### src/rtl/isqrt_pkg.sv
`default_nettype none
// ============================================================================
// isqrt_pkg : state encoding and width helpers shared by isqrt_seq/isqrt_dp
// Rev 1.0
// ============================================================================
package isqrt_pkg;

  typedef enum logic [1:0] {
    IDLE = 2'b00,
    RUN  = 2'b01,
    DONE = 2'b10
  } state_e;

  // Running square must hold 2^W when din = 2^W-1.
  function automatic int sq_width(input int w);
    return w + 1;
  endfunction

  // Odd step reaches 2*(2^(W/2))+1 on the final compare.
  function automatic int del_width(input int w);
    return w / 2 + 2;
  endfunction

endpackage
`default_nettype wire

### src/rtl/isqrt_dp.sv
`default_nettype none
// ============================================================================
// isqrt_dp : radicand, running-square and odd-step registers with compare.
// Remainder term only with ISQRT_REM_EN. Rev 1.0
// ============================================================================
module isqrt_dp
  import isqrt_pkg::*;
#(
  parameter int W = 16,
  localparam int DW = del_width(W)
) (
  input  logic          clk,
  input  logic          clr_n,
  input  logic          load,
  input  logic          step,
  input  logic [W-1:0]  din,
  output logic          gt,
  output logic [DW-1:0] del
`ifdef ISQRT_REM_EN
  ,
  output logic [W:0]    rem_next
`endif
);

  localparam int SW = sq_width(W);

  logic [W-1:0]  a_q,   a_d;
  logic [SW-1:0] sq_q,  sq_d;
  logic [DW-1:0] del_q, del_d;

  always_comb begin
    a_d   = a_q;
    sq_d  = sq_q;
    del_d = del_q;
    if (load) begin
      a_d   = din;
      sq_d  = SW'(1);
      del_d = DW'(3);
    end else if (step) begin
      sq_d  = sq_q + SW'(del_q);
      del_d = del_q + DW'(2);
    end
  end

  always_ff @(posedge clk or negedge clr_n) begin
    if (!clr_n) begin
      a_q   <= '0;
      sq_q  <= '0;
      del_q <= '0;
    end else begin
      a_q   <= a_d;
      sq_q  <= sq_d;
      del_q <= del_d;
    end
  end

  assign gt  = sq_q > {1'b0, a_q};
  assign del = del_q;

`ifdef ISQRT_REM_EN
  // sq - (del-2) is the previous square, i.e. root^2 once gt is seen.
  assign rem_next = {1'b0, a_q} - (sq_q - SW'(del_q - DW'(2)));
`endif

endmodule
`default_nettype wire

### src/rtl/isqrt_seq.sv
`default_nettype none
// ============================================================================
// isqrt_seq : sequential floor(sqrt(din)) by odd-number summation with a
// start/busy/done handshake. ISQRT_REM_EN adds the rem output. Rev 1.0
// ============================================================================
module isqrt_seq
  import isqrt_pkg::*;
#(
  parameter int W = 16
) (
  input  logic           clk,
  input  logic           clr_n,
  input  logic           start,
  input  logic [W-1:0]   din,
  output logic           busy,
  output logic           done,
  output logic [W/2-1:0] root
`ifdef ISQRT_REM_EN
  ,
  output logic [W:0]     rem
`endif
);

  localparam int RW = W / 2;
  localparam int DW = del_width(W);

  state_e        state_q, state_d;
  logic          load, step, gt;
  logic [DW-1:0] del;
  logic [RW-1:0] root_q, root_d;
`ifdef ISQRT_REM_EN
  logic [W:0]    rem_q, rem_d, rem_next;
`endif

  isqrt_dp #(.W(W)) u_dp (
    .clk      (clk),
    .clr_n    (clr_n),
    .load     (load),
    .step     (step),
    .din      (din),
    .gt       (gt),
    .del      (del)
`ifdef ISQRT_REM_EN
    ,
    .rem_next (rem_next)
`endif
  );

  always_comb begin
    state_d = state_q;
    load    = 1'b0;
    step    = 1'b0;
    root_d  = root_q;
`ifdef ISQRT_REM_EN
    rem_d   = rem_q;
`endif
    case (state_q)
      IDLE: begin
        if (start) begin
          load    = 1'b1;
          state_d = RUN;
        end
      end
      RUN: begin
        if (gt) begin
          // (del-2)>>1 equals (del>>1)-1 for the odd del values seen here
          root_d  = RW'((del - DW'(2)) >> 1);
`ifdef ISQRT_REM_EN
          rem_d   = rem_next;
`endif
          state_d = DONE;
        end else begin
          step = 1'b1;
        end
      end
      DONE:    state_d = IDLE;
      default: state_d = IDLE;
    endcase
  end

  always_ff @(posedge clk or negedge clr_n) begin
    if (!clr_n) begin
      state_q <= IDLE;
      root_q  <= '0;
`ifdef ISQRT_REM_EN
      rem_q   <= '0;
`endif
    end else begin
      state_q <= state_d;
      root_q  <= root_d;
`ifdef ISQRT_REM_EN
      rem_q   <= rem_d;
`endif
    end
  end

  assign busy = (state_q == RUN) || (state_q == DONE);
  assign done = (state_q == DONE);
  assign root = root_q;
`ifdef ISQRT_REM_EN
  assign rem  = rem_q;
`endif

endmodule
`default_nettype wire
### config.mk
export PLATFORM = sky130hd
export DESIGN_NAME = isqrt_seq
export DESIGN_NICKNAME = d
export VERILOG_FILES = /design/src/rtl/isqrt_pkg.sv /design/src/rtl/isqrt_dp.sv /design/src/rtl/isqrt_seq.sv
export SDC_FILE = /design/constraint.sdc
export NUM_CORES = 1
export LEC_CHECK = 0
export BUFFER_PORTS_ARGS = -buffer_cell sky130_fd_sc_hd__clkbuf_2
export CAP_MARGIN = 25
export CORE_ASPECT_RATIO = 1.25
export CORE_MARGIN = 5
export CORE_UTILIZATION = 35
export DETAILED_ROUTE_END_ITERATION = 16
export PLACE_DENSITY = 0.54
export SLEW_MARGIN = 20
export SYNTH_ARGS = -nofsm -noshare
export SYNTH_HDL_FRONTEND = slang
export SYNTH_SLANG_ARGS = --single-unit
### constraint.sdc
create_clock -name clk -period 2.66 [get_ports clk]
set_input_delay 0.532 -clock clk [delete_from_list [all_inputs] [get_ports clk]]
set_output_delay 0.532 -clock clk [all_outputs]
set_load 0.01 [all_outputs]
; After elaboration in Yosys (flattened, before gate mapping)
; Index checks and enable logic that the tools add are counted.
; W data, S select, Z words.
[totals]
in_bits = 19
register_bits = 53
[op_classes]
n_reduce_logical = 5
n_addsub = 3
eq_ne = 4
muxes = 11
order_cmp = 1
[op_table]
columns = cell, n
row1 = $mux W17, 2
row2 = $mux W10, 2
row3 = $add A17 B10 Y17, 1
row4 = $gt A17 B16 Y1, 1
row5 = $add A10 B2 Y10 const B, 1
row6 = $sub A9 B2 Y9 const B, 1
row7 = $mux W1, 4
row8 = $mux W2, 2
row9 = $ne A2 B2 Y1 const B, 2
row10 = $pmux W2 S2, 1
row11 = $reduce_and A2 Y1, 2
row12 = $eq A2 B1 Y1 const B, 1
row13 = $eq A2 B2 Y1 const B, 1
row14 = $logic_not A2 Y1, 1
row15 = $reduce_bool A2 Y1, 1
row16 = $logic_or A1 B1 Y1, 1

; Logic depth before layout (Yosys ltp)
; Gate-level depths: netlist of the first run.
[depth]
ltp_word = 5
depth_mapped = 10

; Cells and area by module
; From an unflattened synthesis of the first run, not the netlist that was laid out.
[hier_totals]
hier_cells = 362
area_unflattened_um2 = 3298.2
[modules_own_cells]
columns = module, area_per_inst_um2, cells_each, n_inst
row1 = isqrt_dp, 2722.6, 303, 1
row2 = isqrt_seq, 575.6, 59, 1

; Worst setup path after synthesis of the first run
; OpenSTA, ideal clock, no wires.
[synth_path]
path_type = register to register
start = reg u_dp.del_q[0] (netlist: u_dp.del[0])
end = reg u_dp.sq_q[16]
setup_ns = 0.119
path_stages_with_launch = 9
arrival_ns = 2.214
setup_slack_ns = 0.327
n_path_buf = 0
path_cell_list = dfrtp_1 -> ha_1 -> fa_1 -> a211oi_1 -> o21ai_0 -> a311oi_1 -> o21a_1 -> nor4_1 -> o21a_1
[synth_via]
elab_chain_cells = 3
[synth_lines]
columns = item, line_no
row1 = start: declaration, isqrt_dp.sv:29  ; logic [DW-1:0] del_q, del_d;
row2 = start signal: assignment, isqrt_dp.sv:53  ; del_q <= del_d;
row3 = $add A17 B10 Y17, isqrt_dp.sv:40  ; sq_d = sq_q + SW'(del_q);
row4 = $mux W17, isqrt_dp.sv:39  ; end else if (step) begin
row5 = $mux W17, isqrt_dp.sv:35  ; if (load) begin
row6 = end signal: assignment, isqrt_dp.sv:52  ; sq_q <= sq_d;
row7 = end: declaration, isqrt_dp.sv:28  ; logic [SW-1:0] sq_q, sq_d;
; No other way between the ends. The select of a mux whose other input is x is not followed.
; A chain may end at the register's enable or synchronous reset.

; Worst setup path in the final report of the first run
[layout_path]
start = reg u_dp.sq_q[8]
end = reg u_dp.sq_q[13]
[layout_via]
elab_chain_cells = 4
[layout_lines]
columns = item, line_no
row1 = $gt A17 B16 Y1, isqrt_dp.sv:57  ; assign gt = sq_q > {1'b0, a_q};
row2 = $mux W1, isqrt_seq.sv:65  ; if (gt) begin
row3 = $mux W1, isqrt_seq.sv:57  ; case (state_q)
row4 = $reduce_bool A2 Y1 (no line), -
; Several ways; a longest one is shown, not always the timed one. The select of a mux whose other input is x is not followed.

==> results.md, run 1 <==
Yosys:
- The number of enable flip-flop cells after synthesis is 0.
- The synthesized netlist cell count is 346.
- The count of unique library cells instantiated by Yosys is 47.
- For this run, asynchronously set or reset flops after synthesis account for 1.00.
- Counting every net in the synthesized netlist gives 398.
- Counting flops and latches in the post-synthesis netlist gives 53.
- The share of synthesized area occupied by flip-flops and latches is 0.403.
- The synthesized area per cell is 9.50 um2.
- The count of warnings emitted by yosys is 0.
- The cell area after synthesis is 3290 um2.
- For this run, the leading register cell type out of synthesis is dfrtp_1.

Worst setup path:
- The critical register-to-register path startpoint is u_dp.sq_q[8]$_DFFE_PN0P_.
- In this design, the stage delay of the slowest critical-path cell is 500 ps.
- The endpoint of the worst setup timing path is u_dp.sq_q[13]$_DFFE_PN0P_.
- The slowest cell on the critical path is or4_1.
- The flop-to-flop setup slack is 120 ps.
- The critical path starts at u_dp.sq_q[8]$_DFFE_PN0P_.
- The setup path with the least slack is of type flop to flop.
- Traced cell by cell, the critical path runs through ha_1 -> and4_1 -> a2111oi_4 -> a311oi_2 -> buf_12 -> or4_1 -> a21oi_1.
- In this run the critical register-to-register path is captured at u_dp.sq_q[13]$_DFFE_PN0P_.
- STA classifies the critical path startpoint as a flop.
- Measured in cells, the most critical reg-to-reg path has a length of 7.
- The critical path required time is 2880 ps.
- The endpoint class of the critical path is a flop.
- Of all nets on the critical path, the largest fanout is 29.
- The arrival time at the worst endpoint is 2750 ps.

Clocking:
- After clock tree synthesis, the clock-pin slew on the worst setup and hold paths is 60 ps.
- The count of hold-fix buffers inserted at cts is 0.
- The post-cts repair resize count is 0.
- The insertion delay of the later-clocked pin in the worst-skew pair is 290 ps.
- The number of buffers inserted to repair setup after CTS is 0.
- The sink count of the clock tree is 53.
- The longest clock path from root to sink contains 2 buffers.
- The clock tree root buffer cell is clkbuf_16.
- The CTS H-tree depth is 2.
- The number of clock buffers added by TritonCTS is 5.
- TritonCTS built the clock tree.

Drt:
- Dividing the detail-routed via count by the number of cells gives 5.15.
- In the final routed layout, each cell accounts on average for 14.6 um.
- The detailed-router iteration count before antenna repair is 4.
- The detailed router finished its first iteration with 99 violations.
- Once detail routing completed, the nets flagged for antenna violations numbered 0.
- Summing over every cut layer, the via total after detailed routing is 2580.
- After detailed routing, the number of remaining DRC violations is 0.
- The final wirelength is 7.32 mm.

Min path:
- The path class of the lowest-slack min-delay path is input pin to async pin.

Timing:
- The final total negative setup slack is 0 ps.
- In the finished design, the share of the clock period the worst path needs comes to 0.953.
- The transition time at the pin with the least slew margin is 715 ps.
- Setup repair after global routing could not meet its margin everywhere.
- Setup violations remaining at the end of the flow were counted as 0.
- The post-route minimum period is 2540 ps.
- Static timing analysis puts the maximum clock frequency at 394 MHz.
- Measured against its own limit, the worst slew margin works out to 0.523.
- The clock arrives with 9.76 ps of skew.
- The max-slew violation count is 0.
- The number of hold violations in the final report was 0.

Global routing:
- The first global-routing pass estimated 12.4 mm of wire.
- The number of antenna violations at the first check in global routing is 0.
- Entering global routing, the biggest net connects 54 pins.
- In the global route stage, overall resource usage came out at 0.130.
- The number of global-route vias before repair was 2599.
- Summed over all layers, the global routing overflow is 0.

Power and ir drop:
- The total power after layout is 0.00407 W.
- The clock share of power is 0.164.
- The fraction of power spent switching nets is 0.420.
- VDD sags by at most 570 uV.
- Of the total power, registers draw 0.300.
- The power density over cell area is 1080 nW/um2.
- The internal portion of total power is 0.00236 W.
- The proportion of power drawn by combinational gates is 0.536.
- Summed over all cells, the static leakage comes to 1.76 nW.
- For this design the total switching power over the nets is 0.00171 W.

Floorplanning:
- The die height is 118 um.
- For this configuration, the core starts out at a cell density of 0.358.
- The site row count is 39.
- In this run the horizontal extent of the chip is 96.7 um.
- The floorplan step defined a die boundary enclosing 11400 um2.
- The area of the core is 9170 um2.
- 29 I/O pins were placed.

Place:
- The count of buffers added on input and output ports is 28.
- The detailed placer's ending HPWL is 5.45 mm.
- The global placer's final weighted congestion is 0.772.

Status:
- The flow ran to the end, and the final reports show no timing, DRC or antenna violations.

Finish:
- The area added between synthesis and finish is 15.2%.
- The share of post-route cells with drive strength above 1 is 0.180.
- The total inserted antenna cells is 0.
- The final-stage net count is 429.

Job:
- The number of max-cap violations is 0.
worst max-delay path: cells and delay by family (launching register included):
family | cells | cell delay, ps
buffers and inverters | 1 | 200
AND/OR/NAND/NOR | 2 | 740
adder cells (fa/ha/maj) | 1 | 330
flip-flops | 1 | 420
AO/OA/AOI/OAI | 3 | 760
per-stage QoR:
step / instances / hold WS (ps) / utilization / worst slack [ps] / cell area (um2)
floorplan: 346 / 236 / - / 327 / 3290
global placement: 493 / 459 / 0.393 / 145 / 3610
detailed placement: 493 / 468 / 0.393 / 103 / 3610
CTS: 501 / 412 / 0.410 / 82.6 / 3760
global route: 501 / 447 / 0.413 / -1.35 / 3790
finish: 501 / 371 / 0.413 / 124 / 3790
cell families after synthesis:
family | count (synthesis) | synth area share
DFF | 53 | 0.403
adders and majority gates | 33 | 0.128
muxes | 17 | 0.0548
AOI/OAI and AO/OA | 85 | 0.168
and+or+nand+nor | 110 | 0.172
xor gates and xnor gates | 10 | 0.0266
buffers and inverters | 38 | 0.0476
synthesized netlist by cell type (2+ instances only):
cell type,count,share of area
dfrtp_1,53,0.40
nand2_1,36,0.041
ha_1,32,0.12
o21ai_0,29,0.044
inv_1,23,0.026
nor2_1,21,0.024
a21oi_1,20,0.030
clkbuf_1,9,0.010
mux2i_1,9,0.027
mux2_2,8,0.027
nor3_1,8,0.012
o31ai_1,7,0.016
nand3_1,6,0.0091
or3_1,6,0.011
or4_1,6,0.014
xnor2_1,6,0.016
buf_2,5,0.0076
nand2b_1,5,0.0095
nand4_1,5,0.0095
a211oi_1,4,0.0091
xor2_1,4,0.011
a21o_1,3,0.0068
and2_1,3,0.0057
and4_1,3,0.0080
nor4_1,3,0.0057
o21a_1,3,0.0068
or2_2,3,0.0057
a311oi_1,2,0.0053
nor4b_1,2,0.0053
o211ai_1,2,0.0046
o21ai_1,2,0.0030
o311ai_0,2,0.0053
o41ai_1,2,0.0053
state kept, by name, indices dropped and copies added (netlist names):
signal and cells:
u_dp.del 10, state_q 2, root 8, u_dp.sq_q 17, u_dp.a_q 16
metal layers:
metal,part of all wire,up-vias,GRT usage
met5,0,-,0
met4,0.0098,0,0.0334
met3,0.019,6,0.0183
met2,0.52,23,0.237
met1,0.45,1241,0.160
li1,-,1310,-
worst min path at each step:
stage | from | end | slack (ps) | cells after the start
2_1_floorplan | clr_n | root[0]$_DFFE_PN0P_ | 240 | 0
3_3_place_gp | u_dp.del[0]$_DFFE_PN0P_ | u_dp.del[0]$_DFFE_PN0P_ | 460 | 1
3_5_place_dp | u_dp.del[0]$_DFFE_PN0P_ | u_dp.del[0]$_DFFE_PN0P_ | 470 | 1
4_1_cts | clr_n | u_dp.sq_q[16]$_DFFE_PN0P_ | 410 | 2
5_1_grt | din[7] | u_dp.a_q[7]$_DFFE_PN0P_ | 450 | 3
6_report | clr_n | u_dp.sq_q[13]$_DFFE_PN0P_ | 370 | 2
cells in the final DEF (no fill, tap or decap), drive strengths merged, types with 3 or more instances in the layout:
master	count
dfrtp	53
nand2	36
clkbuf	34
ha	32
o21ai	31
inv	23
nor2	21
a21oi	21
buf	11
mux2i	9
mux2	8
nor3	8
o31ai	7
or3	6
or4	6
nand3	6
xnor2	6
nand4	5
nand2b	5
xor2	4
a211oi	4
and4	3
and2	3
a21o	3
or2	3
a311oi	3
nor4	3
o21a	3
power groups by stage:
stage	registers [W]	clock network, W	logic, W
finish	0.00122	0.000670	0.00218
global route	0.00125	0.000721	0.00247
global placement	0.00124	0	0.00215
floorplan	0.00124	0	0.00159
detailed placement	0.00124	0	0.00217
CTS	0.00123	0.000689	0.00219
area by class of cell:
cell class / count / area (um2)
Multi-Input combinational cell: 255 / 1830
Fill cell: 960 / 5390
Timing Repair Buffer: 39 / 235
Sequential cell: 53 / 1330
Clock inverter: 2 / 13.8
Inverter: 23 / 86.3
Clock buffer: 6 / 139
Tap cell: 123 / 154
(Power assumes the default switching activity.)
==> run 2, diff against run 1 <==
--- a/config.mk
+++ b/config.mk
@@ -9,9 +9,9 @@
 export CAP_MARGIN = 25
 export CORE_ASPECT_RATIO = 1.25
 export CORE_MARGIN = 5
-export CORE_UTILIZATION = 35
+export CORE_UTILIZATION = 43
 export DETAILED_ROUTE_END_ITERATION = 16
-export PLACE_DENSITY = 0.54
+export PLACE_DENSITY = 0.63
 export SLEW_MARGIN = 20
 export SYNTH_ARGS = -nofsm -noshare
 export SYNTH_HDL_FRONTEND = slang
==> constraint.sdc (replaced) <==
create_clock -name clk -period 2.66 [get_ports clk]
set_input_delay 0.665 -clock clk [delete_from_list [all_inputs] [get_ports clk]]
set_output_delay 0.665 -clock clk [all_outputs]
set_load 0.01 [all_outputs]
==> results.md, run 2 (same netlist as run 1, synthesis figures left out) <==
Worst setup path:
- The worst-path maximum fanout is 29 (unchanged).
- STA classifies the critical path startpoint as a flop.
- The arrival time at the worst endpoint was 2770 ps (+20 ps).
- The count of cells along the worst register-to-register path is 7 (unchanged).
- The stage delay of the slowest cell on the critical path came to 510 ps (about the same).
- The flop-to-flop setup slack is 120 ps (about the same).
- STA classifies the critical path endpoint as a flop.
- The critical register-to-register path startpoint is u_dp.sq_q[7]$_DFFE_PN0P_.
- The critical path start-end classification is flop to flop.
- On the critical path, the stage with the largest delay is an instance of or4_1.
- The critical path required time is 2900 ps (+20 ps).
- The reg-to-reg endpoint is u_dp.sq_q[11]$_DFFE_PN0P_.
- Walking the worst path, the cells encountered are ha_1 -> and4_1 -> a2111oi_4 -> a311oi_2 -> buf_12 -> or4_1 -> a21oi_1.

Timing:
- The relative slew slack was 0.547 (+0.0240).
- The post-route minimum period is 2540 ps (+1.04 ps).
- The final total negative setup slack came to 0 ps (unchanged).
- The total setup violations reported at the end of the flow is 0 (unchanged).
- The max-slew violation count came to 0 (unchanged).
- The transition time at the pin with the least slew margin was 662 ps (-53.2 ps).
- The final setup skew is 7.62 ps (-2.14 ps).
- The number of hold violations in the final report is 0 (unchanged).
- The period utilization is 0.954 (about the same).
- Setup repair after global routing left no endpoint under its margin.
- The maximum operating frequency is 394 MHz (about the same).

Power and ir drop:
- The internal portion of total power is 0.00229 W (-2.9%).
- The leakage component of the power was 1.77 nW (+0.32%).
- The clock share of power came to 0.143 (-0.021).
- The proportion of power drawn by combinational gates is 0.550 (+0.014).
- The maximum VDD drop is 500 uV (-12%).
- The sequential share of power came to 0.307 (+0.007).
- The fraction of power spent switching nets is 0.422 (+0.00219).
- The power density over cell area was 1060 nW/um2 (-1.3%).
- The reported net switching power was 0.00167 W (-2.1%).

Clocking:
- The clock buffer count from CTS came to 5 (unchanged).
- The count of hold-fix buffers inserted at cts was 0 (unchanged).
- The sink count of the clock tree is 53 (unchanged).
- The CTS H-tree depth came to 2 (unchanged).
- The insertion delay of the later-clocked pin in the worst-skew pair is 310 ps (+20 ps).
- The clock transition at the registers of the reported paths is 100 ps (+40 ps).
- The maximum root-to-sink buffer count is 2 (unchanged).
- The tree is rooted in a clkbuf_8.
- TritonCTS built the clock tree.

Finish:
- The library cell used most frequently in the layout, excluding fill and tap cells, is dfrtp_1.
- The finished layout cell area is 3740 um2 (-1.3%).
- The area added between synthesis and finish is 13.8%.
- The flip-flop count of the largest register, all copies and words added is 17 (unchanged).
- The total inserted antenna cells was 0 (unchanged).
- u_dp.sq_q holds more flip-flops than any other register.
- The top cell types in the final layout, fill and taps aside, are dfrtp_1, nand2_1, ha_1.
- The area occupied by multi-input gates was 1830 um2 (-0.34%).
- The final-stage net count is 434 (+1.2%).
- The footprint of the flip-flops and latches is 1330 um2 (unchanged).
- The share of post-route cells with drive strength above 1 came to 0.185 (+0.00548).
- The count of fill cells added during filler insertion is 727 (-24%).

Global routing:
- The number of antenna violations at the first check in global routing is 0 (unchanged).
- The wire length of the first global-routing pass is 12.3 mm (-0.73%).
- The layer with the highest usage after global routing is met2.
- The number of global-route vias before repair was 2556 (-1.7%).
- The global-route track usage on met3 is 0.0253 (+0.00700).
- The global-route track usage on met1 came to 0.215 (+0.0548).
- The overall fraction of global-route tracks in use is 0.160 (+0.0305).
- The fraction of met2 tracks used by global routing came to 0.267 (+0.0303).
- The maximum number of pins on one net before global-route repair was 52 (-3.7%).
- The residual overflow from global routing is 0 (unchanged).

Drt:
- The routed wire length per instance is 15.0 um (+2.5%).
- The remaining antenna violation count is 0 (unchanged).
- The detail-routed via count per cell came to 5.46 (+6.0%).
- The number of design-rule violations left by the first detailed-router iteration is 95 (-4.0%).
- The detailed-router iteration count before antenna repair was 4 (unchanged).
- The number of DRC violations after detailed routing is 0 (unchanged).
- The count of vias placed by the detailed router is 2593 (+0.50%).
- The final wirelength is 7.11 mm (-2.8%).

Place:
- The global placer's final weighted congestion is 0.822 (+6.4%).
- The detailed placer's ending HPWL was 5.28 mm (-3.1%).
- The placed instance area is 3580 um2 (-0.66%).
- The number of I/O port buffers was 28 (unchanged).

Status:
- The flow ran to the end, and the final reports show no timing, DRC or antenna violations.

Floorplanning:
- The die height was 108 um (-9.0%).
- The site row count is 35 (-10%).
- The boundary pin count came to 29 (unchanged).
- The effective utilization at floorplan is 0.444 (+0.0859).
- The horizontal extent of the die is 88.2 um (-8.8%).
- The area of the core came to 7400 um2 (-19%).
- The full die area was 9510 um2 (-17%).

Min path:
- The min-delay analysis places its worst path in the category input pin to async pin.

Job:
- The number of max-cap violations is 0 (unchanged).
-- run 2: changes by cell type in the layout (fill, tap and decap cells not counted), sizes merged --
| cell | previous run | this run |
|---|---|---|
| buf | 11 | 16 |
| clkbuf | 34 | 33 |
| bufinv | 0 | 1 |
| clkinv | 2 | 1 |
| inv | 23 | 24 |
-- run 2: metal layers --
metal	part of all wire	vias up
met1	0.46	1227
li1	-	1324
met4	0.015	0
met5	0	-
met2	0.50	34
met3	0.026	8
-- run 2: power by group through the flow --
stage | Clock, W | Sequential, W | Combinational, W
4_1_cts | 0.000588 | 0.00123 | 0.00216
2_1_floorplan | 0 | 0.00124 | 0.00159
3_3_place_gp | 0 | 0.00124 | 0.00211
3_5_place_dp | 0 | 0.00125 | 0.00214
5_1_grt | 0.000622 | 0.00126 | 0.00248
6_report | 0.000566 | 0.00122 | 0.00218
-- run 2: layout make-up --
class / count / area share
inverter: 23 / 0.0231
timing repair buffer: 44 / 0.0729
sequential: 53 / 0.355
clock buffer: 5 / 0.0184
clock inverter: 3 / 0.0117
tap: 92 / 0.0308
multi-input combinational: 255 / 0.489
-- run 2: repair_timing --
item,CTS,global route
endpoints found under the setup margin,0,15
buffers inserted,0,3
gates resized for setup,0,4
-- run 2: stage by stage --
stage	setup WS [ps]	utilization	cells	hold WS (ps)	total power, W
after floorplan	327	-	346	369	0.00283
after global placement	143	0.484	464	462	0.00334
after detailed placement	103	0.484	464	466	0.00339
after CTS	75.4	0.499	472	386	0.00397
after global routing	6.41	0.505	475	409	0.00435
final	123	0.505	475	366	0.00397
-- run 2: worst max-delay path, delay by kind of cell (launching register included) --
kind	cells	cell delay, ps
AOI/OAI and AO/OA	3	770
DFF	1	420
adders and majority gates	1	330
and+or+nand+nor	2	740
buffers and inverters	1	200
-- run 2: worst max-delay path by stage --
stage | endpoint | from | cells past startpoint
6_report | u_dp.sq_q[11]$_DFFE_PN0P_ | u_dp.sq_q[7]$_DFFE_PN0P_ | 7
3_3_place_gp | u_dp.sq_q[16]$_DFFE_PN0P_ | u_dp.del[0]$_DFFE_PN0P_ | 8
4_1_cts | u_dp.sq_q[16]$_DFFE_PN0P_ | u_dp.del[0]$_DFFE_PN0P_ | 8
3_5_place_dp | u_dp.sq_q[11]$_DFFE_PN0P_ | u_dp.sq_q[2]$_DFFE_PN0P_ | 8
5_1_grt | root[3]$_DFFE_PN0P_ | u_dp.sq_q[6]$_DFFE_PN0P_ | 7
2_1_floorplan | u_dp.sq_q[16]$_DFFE_PN0P_ | u_dp.del[0]$_DFFE_PN0P_ | 8
